`config.mk`:
```
export PLATFORM = sky130hd
export DESIGN_NAME = bit_stream_serializer
export DESIGN_NICKNAME = d
export VERILOG_FILES = /design/src/rtl/serializer_pkg.sv /design/src/rtl/tick_divider.sv /design/src/rtl/bit_stream_serializer.sv
export SDC_FILE = /design/constraint.sdc
export NUM_CORES = 1
export LEC_CHECK = 0
export CORE_MARGIN = 2
export CORE_UTILIZATION = 45
export CTS_CLUSTER_SIZE = 25
export DETAILED_ROUTE_END_ITERATION = 8
export PLACE_DENSITY = 0.75
export SETUP_SLACK_MARGIN = 0.5
export SLEW_MARGIN = 30
export SYNTH_ARGS = -nofsm -noshare
export SYNTH_HDL_FRONTEND = slang
export SYNTH_SLANG_ARGS = --single-unit
```
`constraint.sdc`:
```
create_clock -name clock_100Mhz -period 2.8 [get_ports clock_100Mhz]
set_input_delay 0.56 -clock clock_100Mhz [delete_from_list [all_inputs] [get_ports clock_100Mhz]]
set_output_delay 0.56 -clock clock_100Mhz [all_outputs]
set_load 0.03 [all_outputs]
```
`src/rtl/serializer_pkg.sv`:
```
// serializer_pkg: shared types, defaults and frame-length rule for the bit stream serializer.
package serializer_pkg;
  typedef enum logic {IDLE, SHIFT} state_t;
  localparam int unsigned DEFAULT_TICK_DIV = 100_000_000;
  function automatic int unsigned frame_len(input int unsigned len, input int unsigned width);
    return len == 0 ? width : len;
  endfunction
endpackage

```
`src/rtl/tick_divider.sv`:
```
// tick_divider: modulo-DIV counter; tick is registered so it is high exactly while the count sits at DIV-1.
module tick_divider #(
  parameter int unsigned DIV = 4
) (
  input  logic clock_100Mhz,
  input  logic reset,
  input  logic clear,
  input  logic enable,
  output logic tick
);
  localparam int unsigned CW = DIV > 1 ? $clog2(DIV) : 1;
  logic [CW-1:0] count;
  always_ff @(posedge clock_100Mhz or posedge reset) begin
    if (reset) begin
      count <= '0;
      tick <= 1'b0;
    end else if (clear) begin
      count <= '0;
      tick <= 1'b0;
    end else if (enable) begin
      count <= count == CW'(DIV - 1) ? '0 : count + 1'b1;
      tick <= count == CW'(DIV - 2);
    end else begin
      tick <= 1'b0;
    end
  end
endmodule

```
`src/rtl/bit_stream_serializer.sv`:
```
// bit_stream_serializer: shifts a captured pattern out MSB-first with a one-cycle strobe per bit period.
module bit_stream_serializer
  import serializer_pkg::*;
#(
  parameter int unsigned WIDTH    = 16,
  parameter int unsigned IDX_W    = 4,
  parameter int unsigned TICK_DIV = DEFAULT_TICK_DIV
) (
  input  logic             clock_100Mhz,
  input  logic             reset,
  input  logic             start,
  input  logic             stop,
  input  logic             loop_en,
  input  logic [WIDTH-1:0] pattern,
  input  logic [IDX_W-1:0] length,
  output logic             bit_out,
  output logic             bit_strobe,
  output logic             busy,
  output logic             done,
  output logic [IDX_W-1:0] bit_index,
  output logic [7:0]       frames_sent
);
  state_t state;
  logic [WIDTH-1:0] shift_reg;
  logic [WIDTH-1:0] pat_reg;
  logic [IDX_W-1:0] last_idx;
  logic accept;
  assign accept = state == IDLE && start && !stop;
  assign busy = state == SHIFT;
  // shift_reg is zeroed on every exit to IDLE, so its MSB doubles as the registered serial output
  assign bit_out = shift_reg[WIDTH-1];
  tick_divider #(.DIV(TICK_DIV)) u_tick (
    .clock_100Mhz(clock_100Mhz),
    .reset       (reset),
    .clear       (accept),
    .enable      (state == SHIFT && !stop),
    .tick        (bit_strobe)
  );
  always_ff @(posedge clock_100Mhz or posedge reset) begin
    if (reset) begin
      state <= IDLE;
      shift_reg <= '0;
      pat_reg <= '0;
      last_idx <= '0;
      bit_index <= '0;
      frames_sent <= '0;
      done <= 1'b0;
    end else begin
      done <= 1'b0;
      if (accept) begin
        state <= SHIFT;
        shift_reg <= pattern;
        pat_reg <= pattern;
        last_idx <= IDX_W'(frame_len(32'(length), WIDTH) - 1);
        bit_index <= '0;
      end else if (state == SHIFT && stop) begin
        state <= IDLE;
        shift_reg <= '0;
        bit_index <= '0;
      end else if (state == SHIFT && bit_strobe && bit_index == last_idx) begin
        frames_sent <= frames_sent + 8'd1;
        bit_index <= '0;
        shift_reg <= loop_en ? pat_reg : '0;
        state <= loop_en ? SHIFT : IDLE;
        done <= !loop_en;
      end else if (state == SHIFT && bit_strobe) begin
        shift_reg <= shift_reg << 1;
        bit_index <= bit_index + 1'b1;
      end
    end
  end
endmodule

```
======== Word level (Yosys, flattened, before mapping) ========
Index checks and enable logic that the tools add are counted.
cells by class
  equality and inequality tests ........... 3
  reduce and logical (&&, ||, !) cells .... 13
  add/sub/neg operators ................... 4
  muxes and demuxes ....................... 22
  bitwise gates (word level) .............. 3
operators by type and width
  cell                                                                 number
  27-bit two-way mux                                                   3
  16-bit two-way mux                                                   5
  27-bit == test (second input constant)                               2
  27-bit by 1-bit adder with 27-bit output (second input constant)     1
  4-bit two-way mux                                                    5
  1-bit two-way mux                                                    9
  8-bit by 1-bit adder with 8-bit output (second input constant)       1
  1-bit logical AND                                                    6
  4-bit by 1-bit adder with 4-bit output (second input constant)       1
  4-bit == test                                                        1
  4-bit logical NOT                                                    1
  4-bit nonzero test                                                   1
  4-bit by 1-bit subtractor with 4-bit output (second input constant)  1
  1-bit NOT                                                            3
  3-bit AND reduction                                                  1
  3-bit nonzero test                                                   1
  1-bit logical NOT                                                    2
  2-bit nonzero test                                                   1
word-level totals
  bits in registers ....................... 78
  word-level logic and storage cells ...... 54
  bits of input ports ..................... 25
  output and inout bits ................... 16

======== Longest topological paths before layout ========
  depth after elaboration ................. 5
  gate-level depth with buffers ........... 8
  mapped depth without buffers ............ 6

======== Hierarchy ========
From an unflattened synthesis, not the netlist that was laid out.
second synthesis, totals
  cells, all modules ...................... 431
  area total of the unflattened synthesis .. 4052.6 um^2
modules (own cells, without submodules)
  module                 cells each  area each (um^2)  seq. area each (um^2)  times used
  bit_stream_serializer  248         2403.6            1251.2                 1
  tick_divider           183         1649.1            700.7                  1

======== Least setup slack after synthesis ========
OpenSTA, ideal clock, no wires.
  kind .................................... register to register
  start point ............................. register u_tick.count[0]
  end point ............................... register u_tick.count[22]
  library setup time ...................... 0.121 ns
  arrival ................................. 2.003 ns
  setup slack ............................. 0.676 ns
  buffers on the path ..................... 2
  data required time ...................... 2.679 ns
  stages on the path, launching flop included .. 9
  period minus slack after synthesis ...... 2.124 ns
  cell sequence ........................... dfrtp_1 ha_1 clkbuf_1 nand3_1 or4_4 buf_6 nor4_2 o21ai_1 a22o_1
between the ends
  word-level cells in the longest chain between the ends .. 4
  elaborated cells on any way between the ends .. 5
  classes of those cells .................. 1 x add/sub; 1 x eq/ne; 3 x mux
ends and longest elaborated chain
  item                                                                        RTL line            RTL
  start: declaration                                                          tick_divider.sv:12  logic [CW-1:0] count;
  start signal: assignment                                                    tick_divider.sv:21  count <= count == CW'(DIV - 1) ? '0 : count + 1'b1;
  27-bit by 1-bit adder with 27-bit output or 27-bit == test (tied branches)  tick_divider.sv:21
  27-bit two-way mux *                                                        tick_divider.sv:21
  27-bit two-way mux *                                                        tick_divider.sv:20  end else if (enable) begin
  27-bit two-way mux *                                                        tick_divider.sv:17  end else if (clear) begin
Every way passes the cells marked *; elsewhere a longest branch is shown, timed or not. The select of a mux whose other input is x is not followed.
A chain may end at the register's enable or synchronous reset.

======== Worst setup path after layout ========
  start point ............................. register state, in the netlist busy
  end point ............................... output port busy
RTL lines
  item                      RTL line                     RTL
  start: declaration        bit_stream_serializer.sv:23  state_t state;
  start signal: assignment  bit_stream_serializer.sv:64  state <= loop_en ? SHIFT : IDLE;
  end: declaration          bit_stream_serializer.sv:18  output logic busy,
No word-level cell between the ends.

==> reports/metrics.cfg <==
[global_route]
grt_first_pass_wirelength_mm=15.65
track_usage_pct=19.57
antenna_found_initial=0
grt_max_degree=39
grt_overflow=0
grt_pass1_vias=3378

[min_path]
hold_start=frames_sent[7]
hp-class=reg -> reg
whs_path_depth=1
whs_endpoint=frames_sent[7]

[die]
dieHeight_um=98.28
floorplan.rows=34
pin_count=41
core-area_mm2=0.008678
start_util_pct=46.09
die_area_mm2=0.009659
die_w_um=98.28

[drt]
wl_per_cell_um=15.18
drtPass1Iterations=5
vias=3465
vias_per_cell=5.718
drt_wl_total_mm=9.199
drtIter0Drc=178
ant_nets=0
drc=0

[critical_path]
regToRegStartpoint=u_tick.count[8]
cp_slowest_cell=clkdlybuf4s50_1
r2r_end=u_tick.count[23]
worst-setup-path-type=reg -> out
crit_arrival_ps=1660
cp.required_ps=2240
worstPathMaxFanout=11
r2r_cells=6
end_kind=output pin
max_stage_delay_ps=750
rrSetupSlack_ps=620
path_buf_inv=1
cpLargestDelayFamily=buffers and inverters
crit_path_start_kind=register
path_cells=clkdlybuf4s50_1

[yosys]
synth_xor_area_share_pct=3.722
synth_compound_area_share_pct=15.20
syn_avg_cell_area_um2=8.929
synth_mux_area_share_pct=0.2815
synth_top_family_by_area=simple AND/OR/NAND/NOR gates
synth_cells=448
synth_seq_cells=78
synth_area_mm2=0.004000
ys_types=53
synthAdderAreaFrac_pct=1.564
yosys.area.top_type=dfrtp_1
ys_warn_count=0
synthArstFlopShare_pct=100.0
yosys.area.top_type_share_pct=48.80
synth_ff_type=dfrtp_1
synth_edf_count=0
synthTopCellsByArea=dfrtp_1, nand2_1, o21ai_0, a31oi_1, nor2_1
seq_area_frac_synth_pct=48.80
syn-num-nets=478
synth_simple_gate_area_share_pct=26.78

[cells_and_area]
multi_input_area_mm2=0.001913
finalNetCount=523
final_cell_mix=nand2_1, dfrtp_1, clkdlybuf4s50_1, o21ai_0, nor2_1
syn_to_final_growth_pct=19.11
largest_reg_flops=27
fillCellCount=807
drive_gt1_share_pct=10.44
regArea_mm2=0.001952
diodes=0
layout_commonest_cell=nand2_1

[timing]
maxSlewViolCount=0
max_freq_mhz=451.4
setup-tns-final_ps=0
skew_ps=9.174
hold_violations=0
fin_crit_ps=2215
fin_ws_ps=584.9
period_share_pct=79.11
rsz0062_at_grt=false
tightest_slew_ps=742.0
setup_viol=0
slew_headroom_pct=50.54

[placement]
hpwl_mm=6.381
io_buffer_count=40
routabilityCongestion=0.8847
pre_cts_slack_ps=303.8

[clock_network]
clk_path_buf_depth=2
clock-sinks=78
cts_tree=yes
postCtsHoldBufs=0
cts_root_buf=clkbuf_8
cts_made_buffers=9
insertion_delay_ps=330
htreeDepth=3
path_clk_slew_ps=80

[pwr]
internal-power_mw=1.789
p_leak_nw=2.051
switching_share_pct=27.42
p_seq_share_pct=53.2
p_sw_mw=0.6756
p_total_mw=2.464
pwr-share-comb_pct=13.7
clockPowerShare_pct=33.2
p_per_area_mw_per_mm2=517.2
peakVddDrop_mv=0.3454

[status]
outcome=complete, no violations

[job]
drv_cap=0

-- worst max-delay path by stage --
stage / startpoint / end / slack (ps) / cells past startpoint
final: busy / busy / 580 / 1
after global routing: busy / busy / 530 / 1
after CTS: busy / busy / 580 / 1
after detailed placement: stop / u_tick.count[19] / 300 / 6
after global placement: stop / shift_reg[4] / 170 / 7
after floorplan: u_tick.count[0] / u_tick.count[22] / 680 / 8
-- per-stage QoR --
step	area, um2	std cells	utilization, %	hold WS, ps
floorplan	4004	448	-	445.5
global placement	4541	588	52.32	457.3
detailed placement	4544	588	52.36	464.5
CTS	4762	606	54.87	479.5
global route	4765	606	54.90	507.3
finish	4765	606	54.90	471.8
-- cells by family (layout without fill, tap and decap cells) --
kind of cell,count (synthesis),in the layout
AND/OR/NAND/NOR,214,214
AO/OA/AOI/OAI,99,99
flip-flops,78,78
buffers and inverters,34,84
XOR/XNOR,17,17
adder cells (fa/ha/maj),5,5
multiplexers,1,1
-- synth_stat cells, types with 6 or more instances --
master	instances
nand2_1	109
xnor2_1	11
o21ai_0	35
nor3_1	6
a31oi_1	26
clkbuf_1	15
xor2_1	6
inv_1	13
or3_1	6
a21oi_1	13
nand4_1	12
nand3_1	14
nor2_1	29
dfrtp_1	78
-- cell type report --
type	instances	share of cell area [%]
Timing Repair Buffer	54	10.87
Sequential cell	78	40.97
Clock inverter	6	1.313
Inverter	14	1.182
Tap cell	108	2.836
Clock buffer	10	2.679
Multi-Input combinational cell	336	40.15
-- metal layers --
layer / part of all wire, % / vias to the layer above / GRT usage [%]
li1: - / 1672 / -
met1: 44 / 1691 / 25.40
met2: 50 / 88 / 32.86
met3: 4.3 / 14 / 3.364
met4: 1.6 / 0 / 7.376
met5: 0 / - / 0
-- what timing repair did --
item / in CTS / in global routing
gates resized for setup: 0 / 1
setup buffers: 2 / 0
setup endpoints to repair: 2 / 1
pin swaps: 1 / 0
-- power groups by stage --
stage | clock (mW) | sequential (mW) | combinational, mW
floorplan | 0 | 1.32 | 0.212
global placement | 0 | 1.33 | 0.320
detailed placement | 0 | 1.33 | 0.335
CTS | 0.833 | 1.31 | 0.340
global route | 0.879 | 1.32 | 0.384
finish | 0.817 | 1.31 | 0.336
(Power assumes the default switching activity.)
